[config.mk]
export PLATFORM = sky130hd
export DESIGN_NAME = ac_setpoint_controller
export DESIGN_NICKNAME = d
export VERILOG_FILES = /design/src/rtl/ac_ctrl_pkg.sv /design/src/rtl/ac_timeout_counter.sv /design/src/rtl/ac_setpoint_controller.sv
export SDC_FILE = /design/constraint.sdc
export NUM_CORES = 1
export LEC_CHECK = 0
export ABC_AREA = 1
export CORE_MARGIN = 2
export CORE_UTILIZATION = 51
export DETAILED_ROUTE_END_ITERATION = 7
export GPL_ROUTABILITY_DRIVEN = 0
export PLACE_DENSITY = 0.88
export SLEW_MARGIN = 20
export SYNTH_ARGS = -nofsm -noshare
export SYNTH_HDL_FRONTEND = slang
export SYNTH_HIERARCHICAL = 1
export SYNTH_SLANG_ARGS = --single-unit
[constraint.sdc]
create_clock -name clk_2 -period 2.6 [get_ports clk_2]
set_input_delay 0.52 -clock clk_2 [delete_from_list [all_inputs] [get_ports clk_2]]
set_output_delay 0.52 -clock clk_2 [all_outputs]
set_load 0.02 [all_outputs]
[src/rtl/ac_ctrl_pkg.sv]
// ---------------------------------------------------------------------------
// ac_ctrl_pkg
// Shared types and constants for the AC setpoint controller.
//   ac_ctrl_state_t : controller state; its numeric value is shown on the LCD
//   ac_dir_t        : step direction latched when a request starts
//   TEMP_MAX/MIN    : temperature code range (0 = 20 degrees, 7 = 27 degrees)
// ---------------------------------------------------------------------------
package ac_ctrl_pkg;

    typedef enum logic [2:0] {
        ST_IDLE   = 3'd0,
        ST_REQ    = 3'd1,
        ST_SETTLE = 3'd2,
        ST_HOLD   = 3'd3,
        ST_FAULT  = 3'd4
    } ac_ctrl_state_t;

    typedef enum logic {
        DIR_UP   = 1'b0,
        DIR_DOWN = 1'b1
    } ac_dir_t;

    localparam int TEMP_MAX = 7;
    localparam int TEMP_MIN = 0;

endpackage

[src/rtl/ac_timeout_counter.sv]
// ---------------------------------------------------------------------------
// ac_timeout_counter
// Tick-enabled, clearable, saturating counter used to time one step request.
// Ports:
//   clk_2, reset_n : clock, asynchronous active-low reset
//   tick           : step-rate enable
//   enable         : count only while a request is outstanding
//   clear          : synchronous clear, wins over counting
//   done           : count has reached LIMIT (and stays there)
// ---------------------------------------------------------------------------
module ac_timeout_counter #(
    parameter int LIMIT = 4
) (
    input  logic clk_2,
    input  logic reset_n,
    input  logic tick,
    input  logic enable,
    input  logic clear,
    output logic done
);

    localparam int CNT_W = $clog2(LIMIT + 1);

    logic [CNT_W-1:0] count;

    // Count ticks while enabled; hold at LIMIT so done stays asserted.
    always_ff @(posedge clk_2 or negedge reset_n) begin
        if (!reset_n) begin
            count <= '0;
        end else if (clear) begin
            count <= '0;
        end else if (enable && tick && !done) begin
            count <= count + 1'b1;
        end
    end

    assign done = (count == CNT_W'(LIMIT));

endmodule

[src/rtl/ac_setpoint_controller.sv]
// ---------------------------------------------------------------------------
// ac_setpoint_controller
// Closed-loop sequencer that steps the AC temperature toward a stored
// setpoint one step at a time, pauses while dripping, and flags a fault when
// the AC stops answering step requests.
// Ports:
//   clk_2, reset_n      : clock, asynchronous active-low reset
//   tick                : step-rate enable (AC clock rate)
//   load, setpoint      : capture a new desired temperature
//   temperature         : current temperature reported by the AC
//   dripping            : AC drip flag
//   increase, decrease  : registered step requests to the AC
//   at_target           : idle and temperature equals the stored setpoint
//   busy                : a step is in progress (REQ or SETTLE)
//   fault               : AC did not respond in time
//   state_o             : state code for the LCD
// ---------------------------------------------------------------------------
module ac_setpoint_controller
    import ac_ctrl_pkg::*;
#(
    parameter int                    TEMP_NBITS    = 3,
    parameter logic [TEMP_NBITS-1:0] SP_RESET      = '0,
    parameter int                    TIMEOUT_TICKS = 4,
    parameter bit                    DRIP_ASSIST   = 1'b1
) (
    input  logic                  clk_2,
    input  logic                  reset_n,
    input  logic                  tick,
    input  logic                  load,
    input  logic [TEMP_NBITS-1:0] setpoint,
    input  logic [TEMP_NBITS-1:0] temperature,
    input  logic                  dripping,
    output logic                  increase,
    output logic                  decrease,
    output logic                  at_target,
    output logic                  busy,
    output logic                  fault,
    output logic [2:0]            state_o
);

    localparam logic [TEMP_NBITS-1:0] T_MAX = TEMP_NBITS'(TEMP_MAX);
    localparam logic [TEMP_NBITS-1:0] T_MIN = TEMP_NBITS'(TEMP_MIN);

    ac_ctrl_state_t        state_q, state_d;
    ac_dir_t               dir_q, dir_d;
    logic [TEMP_NBITS-1:0] sp_q;
    logic [TEMP_NBITS-1:0] t0_q, t0_d;
    logic                  inc_q, inc_d;
    logic                  dec_q, dec_d;
    logic                  cnt_done;
    logic                  cnt_clear;
    logic                  stepped;
    logic [TEMP_NBITS-1:0] t0_up, t0_dn;

    assign t0_up = t0_q + 1'b1;
    assign t0_dn = t0_q - 1'b1;

    // A step counts only as exactly one code in the latched direction.
    assign stepped = (dir_q == DIR_UP) ? (temperature == t0_up)
                                       : (temperature == t0_dn);

    // The counter only runs while we stay in REQ; any exit clears it.
    assign cnt_clear = (state_d != ST_REQ);

    ac_timeout_counter #(
        .LIMIT (TIMEOUT_TICKS)
    ) u_timeout (
        .clk_2   (clk_2),
        .reset_n (reset_n),
        .tick    (tick),
        .enable  (state_q == ST_REQ),
        .clear   (cnt_clear),
        .done    (cnt_done)
    );

    // Next-state and next-request logic. load is checked first everywhere
    // so it beats a simultaneous step or timeout; in IDLE a load waits one
    // cycle so the decision is made against the new setpoint.
    always_comb begin
        state_d = state_q;
        dir_d   = dir_q;
        t0_d    = t0_q;
        inc_d   = 1'b0;
        dec_d   = 1'b0;
        unique case (state_q)
            ST_IDLE: begin
                if (!load) begin
                    if (dripping) begin
                        state_d = ST_HOLD;
                    end else if (temperature < sp_q) begin
                        state_d = ST_REQ;
                        dir_d   = DIR_UP;
                        t0_d    = temperature;
                        inc_d   = (temperature != T_MAX);
                    end else if (temperature > sp_q) begin
                        state_d = ST_REQ;
                        dir_d   = DIR_DOWN;
                        t0_d    = temperature;
                        dec_d   = (temperature != T_MIN);
                    end
                end
            end
            ST_REQ: begin
                if (load) begin
                    state_d = ST_IDLE;
                end else if (dripping) begin
                    state_d = ST_HOLD;
                end else if (stepped) begin
                    state_d = ST_SETTLE;
                end else if (cnt_done) begin
                    state_d = ST_FAULT;
                end else begin
                    inc_d = (dir_q == DIR_UP)   && (temperature != T_MAX);
                    dec_d = (dir_q == DIR_DOWN) && (temperature != T_MIN);
                end
            end
            ST_SETTLE: begin
                if (load || tick) begin
                    state_d = ST_IDLE;
                end
            end
            ST_HOLD: begin
                if (!dripping) begin
                    state_d = ST_IDLE;
                end else if (DRIP_ASSIST && (temperature < T_MAX)) begin
                    inc_d = 1'b1;
                end
            end
            ST_FAULT: begin
                if (load) begin
                    state_d = ST_IDLE;
                end
            end
            default: begin
                state_d = ST_IDLE;
            end
        endcase
    end

    // State, setpoint and request registers; reset drops requests at once.
    always_ff @(posedge clk_2 or negedge reset_n) begin
        if (!reset_n) begin
            state_q <= ST_IDLE;
            dir_q   <= DIR_UP;
            sp_q    <= SP_RESET;
            t0_q    <= '0;
            inc_q   <= 1'b0;
            dec_q   <= 1'b0;
        end else begin
            state_q <= state_d;
            dir_q   <= dir_d;
            t0_q    <= t0_d;
            inc_q   <= inc_d;
            dec_q   <= dec_d;
            if (load) begin
                sp_q <= setpoint;
            end
        end
    end

    assign increase  = inc_q;
    assign decrease  = dec_q;
    assign busy      = (state_q == ST_REQ) || (state_q == ST_SETTLE);
    assign fault     = (state_q == ST_FAULT);
    assign at_target = (state_q == ST_IDLE) && (temperature == sp_q);
    assign state_o   = state_q;

endmodule

==> impl_summary.log <==
INFO  metric nFillCells = 156
INFO  metric clock_path_buffers = 2
INFO  metric startpoint = temperature[0]
INFO  metric antenna_violating_nets_left = 0
INFO  metric routed_wirelength = 2447 µm
INFO  metric tightestPinTransition = 0.6912 ns
INFO  metric synthesis.yosys.warnings = 6
INFO  metric worstPathCellList = clkdlybuf4s50_1, inv_1, ha_1, and3_1, inv_1, nor2_1, clkdlybuf4s15_1
INFO  metric setup_viol = 0
INFO  metric vdd.ir_drop.worst = 0.5553 mV
INFO  metric slew_viol_final = 0
INFO  metric largest_net_degree_at_the_start_of_global_routing = 16
INFO  metric insertedDiodeCount = 0
INFO  metric critPathMaxStageDelay = 0.48 ns
INFO  metric post-cts-setup-buffers = 0
INFO  metric min_path_type = register to register
INFO  metric postSynthCellCount = 144
INFO  metric floorplan.die.height = 49.59 µm
INFO  metric worst_ep_required_time = 2.08 ns
INFO  metric status = complete, no violations
INFO  metric tritoncts_buffers = 3
INFO  metric drt_first_pass_iters = 4
INFO  metric grt_antenna_before_repair = 0
INFO  metric worstReg2RegStart = dir_q
INFO  metric min_period_over_period = 94.29%
INFO  metric use_met2 = 44.67%
INFO  metric start_util = 54.02%
INFO  metric relSlewSlack = 53.78%
INFO  metric dp_hpwl = 2014 µm
INFO  metric fin_nets = 191
INFO  metric grt_busiest_layer = met2
INFO  metric fin_total_pwr = 1115 µW
INFO  metric vias = 1035
INFO  metric pin_count = 19
INFO  metric cts_htree_levels = 1
INFO  metric yosys.cell_types.count = 26
INFO  metric cp_max_fo = 2
INFO  metric grt_first_pass_wirelength = 4264 µm
INFO  metric layout-drive-gt1-share = 15.61%
INFO  metric setup.worst_path.end_class = output port
INFO  metric clkSlewWorstSetupHoldPaths = 0.08 ns
INFO  metric dpl.cell_count = 196
INFO  metric seq_area_frac_synth = 35.42%
INFO  metric tritoncts_clock_tree = yes
INFO  metric syn-cell-area = 1060 µm²
INFO  metric synth_nets = 161
INFO  metric minimum_clock_period_after_layout = 2.452 ns
INFO  metric startpoint_types = input pin
INFO  metric grt_pass1_vias = 1034
INFO  metric use_met3 = 2.727%
INFO  metric vias_per_cell = 5.175
INFO  metric ff2ff_setup_slack = 0.45 ns
INFO  metric min_from = t0_q[1]
INFO  metric signal_arrival_time_at_the_worst_endpoint = 1.93 ns
INFO  metric clkSinkCount = 15
INFO  metric synth_area_per_cell = 7.359 µm²
INFO  metric globalRouteOverflowTotal = 0
INFO  metric grt_setup_unrepaired = no
INFO  metric clk_root_buffer_cell = sky130_fd_sc_hd__clkbuf_4
INFO  metric initialDrtViolationCount = 32
INFO  metric maxcap_violations = 0
INFO  metric critPathMostFrequentCell = sky130_fd_sc_hd__inv_1
INFO  metric grtUsageTotal = 22.47%
INFO  metric core-area = 1962 µm²
INFO  metric timing.fmax = 407.9 MHz
INFO  metric worst_clock_skew = 0.001372 ns
INFO  metric die_w = 49.59 µm
INFO  metric final_critical_path_setup_slack = 0.1484 ns
INFO  metric detailedPlace.worstSlack = -0.1655 ns
INFO  metric worst_skew_pair_later_pin_latency = 0.28 ns
INFO  metric io_buffer_count = 18
INFO  metric routed_wire_length_per_instance = 12.24 µm
INFO  metric worst_path_max_delay_cell = sky130_fd_sc_hd__clkdlybuf4s50_1
INFO  metric fin_cells = 200
INFO  metric crit_type = input pin to output port
INFO  metric post_cts_hold_buffer_count = 0
INFO  metric power.density_cell_area = 822.5 nW/µm²
INFO  metric grt.met1_usage = 23.69%
INFO  metric synth.ff_latch_count = 15
INFO  metric p_leak = 0.0006942 µW
INFO  metric fp-row-count = 16
INFO  metric syn2layout_area_growth = 27.86%
INFO  metric timing_hold_violations_final = 0
INFO  metric post-route-drc-count = 0
INFO  metric total_die_area = 2459 µm²
[where the power goes]
part	leakage, µW	switching, µW	total, µW	internal, µW
Sequential	0.000193	60.4	350	290
Clock	0.0000150	71.8	131	59.6
Combinational	0.000486	376	633	257
[per-stage QoR]
step           util (%)  instance area [µm²]  hold WS [ns]  setup TNS (ns)
3_3_place_gp      67.73                 1329        0.4765         -0.1202
3_5_place_dp      67.73                 1329        0.4831         -0.2061
5_1_grt           69.07                 1355        0.5324               0
4_1_cts           69.01                 1354        0.5045               0
6_report          69.07                 1355        0.5024               0
2_1_floorplan         -                 1060        0.2244               0
[worst max-delay path, delay by kind of cell]
kind                     cells  cell delay, ns
AND/OR/NAND/NOR              2            0.25
adder cells (fa/ha/maj)      1            0.28
buffers and inverters        4            0.90
[layout by cell type, fill, tap and decap left out, types with 5 or more instances in the layout]
master	synthesis	final
sky130_fd_sc_hd__nand2_1	36	36
sky130_fd_sc_hd__nor2_1	8	8
sky130_fd_sc_hd__dfrtp_1	15	15
sky130_fd_sc_hd__clkdlybuf4s50_1	0	17
sky130_fd_sc_hd__nand3_1	8	8
sky130_fd_sc_hd__inv_1	27	27
sky130_fd_sc_hd__a21oi_1	6	6
sky130_fd_sc_hd__buf_4	0	8
sky130_fd_sc_hd__ha_1	5	5
sky130_fd_sc_hd__nand2_2	5	5
[synth_stat cells]
| master | count | area (µm²) |
|---|---|---|
| sky130_fd_sc_hd__nand2_1 | 36 | 135.1 |
| sky130_fd_sc_hd__inv_1 | 27 | 101.4 |
| sky130_fd_sc_hd__dfrtp_1 | 15 | 375.4 |
| sky130_fd_sc_hd__nand3_1 | 8 | 40.04 |
| sky130_fd_sc_hd__nor2_1 | 8 | 30.03 |
| sky130_fd_sc_hd__a21oi_1 | 6 | 30.03 |
| sky130_fd_sc_hd__ha_1 | 5 | 62.56 |
| sky130_fd_sc_hd__nand2_2 | 5 | 31.28 |
| sky130_fd_sc_hd__inv_2 | 4 | 15.01 |
| sky130_fd_sc_hd__nand4_1 | 4 | 25.02 |
| sky130_fd_sc_hd__nor2_4 | 3 | 33.78 |
| sky130_fd_sc_hd__nor3_1 | 3 | 15.01 |
| sky130_fd_sc_hd__o21ai_0 | 3 | 15.01 |
| sky130_fd_sc_hd__o21ai_1 | 3 | 15.01 |
| sky130_fd_sc_hd__xnor2_1 | 3 | 26.28 |
| sky130_fd_sc_hd__a21oi_2 | 1 | 8.760 |
| sky130_fd_sc_hd__and3_1 | 1 | 6.260 |
| sky130_fd_sc_hd__buf_2 | 1 | 5.000 |
| sky130_fd_sc_hd__fa_1 | 1 | 20.02 |
| sky130_fd_sc_hd__nand3_4 | 1 | 17.52 |
| sky130_fd_sc_hd__nor2_2 | 1 | 6.260 |
| sky130_fd_sc_hd__nor4_2 | 1 | 12.51 |
| sky130_fd_sc_hd__o2111ai_1 | 1 | 8.760 |
| sky130_fd_sc_hd__o21bai_1 | 1 | 7.510 |
| sky130_fd_sc_hd__o311ai_0 | 1 | 8.760 |
| sky130_fd_sc_hd__o31ai_1 | 1 | 7.510 |
[path summary, 6_finish.rpt]
| kind | to | cells past startpoint |
|---|---|---|
| setup / recovery | at_target | 7 |
| hold / removal | t0_q[1] | 2 |
| setup reg to reg | u_timeout/count[1] | 13 |
| hold reg to reg | t0_q[1] | 2 |
| max in group asynchronous | t0_q[2] | 1 |
| min in group asynchronous | sp_q[2] | 1 |
[what timing repair did]
item / CTS / global route
hold endpoints to repair: 0 / 0
endpoints found under the setup margin: 1 / 1
pin swaps: 0 / 0
gates resized for setup: 1 / 1
[sequential cells by signal, summed over array words and instances (netlist names)]
register         count
t0_q                 3
dir_q                1
sp_q                 3
increase             1
state_o              3
u_timeout/count      3
decrease             1
[routing by layer]
layer	wire length (µm)	share of wire (%)	vias up
li1	-	-	510
met1	934	38	473
met2	1330	54	42
met3	118	4.8	10
met4	63	2.6	0
met5	0	0	-
[cell families after synthesis]
group	count (synthesis)	synth area share, %
adder cells (fa/ha/maj)	6	7.792
XOR/XNOR	3	2.480
AND/OR/NAND/NOR	71	33.29
flip-flops	15	35.42
AO/OA/AOI/OAI	17	9.563
buffers and inverters	32	11.45
[cell type report]
class / count / area, µm² / area share (%)
multi-input cells: 97 / 563.0 / 41.55
flip-flops and latches: 15 / 375.4 / 27.70
repair buffers: 26 / 240.2 / 17.73
inverters: 31 / 116.4 / 8.587
well taps: 27 / 33.78 / 2.493
clock buffers: 4 / 26.28 / 1.939
(Power assumes the default switching activity.)
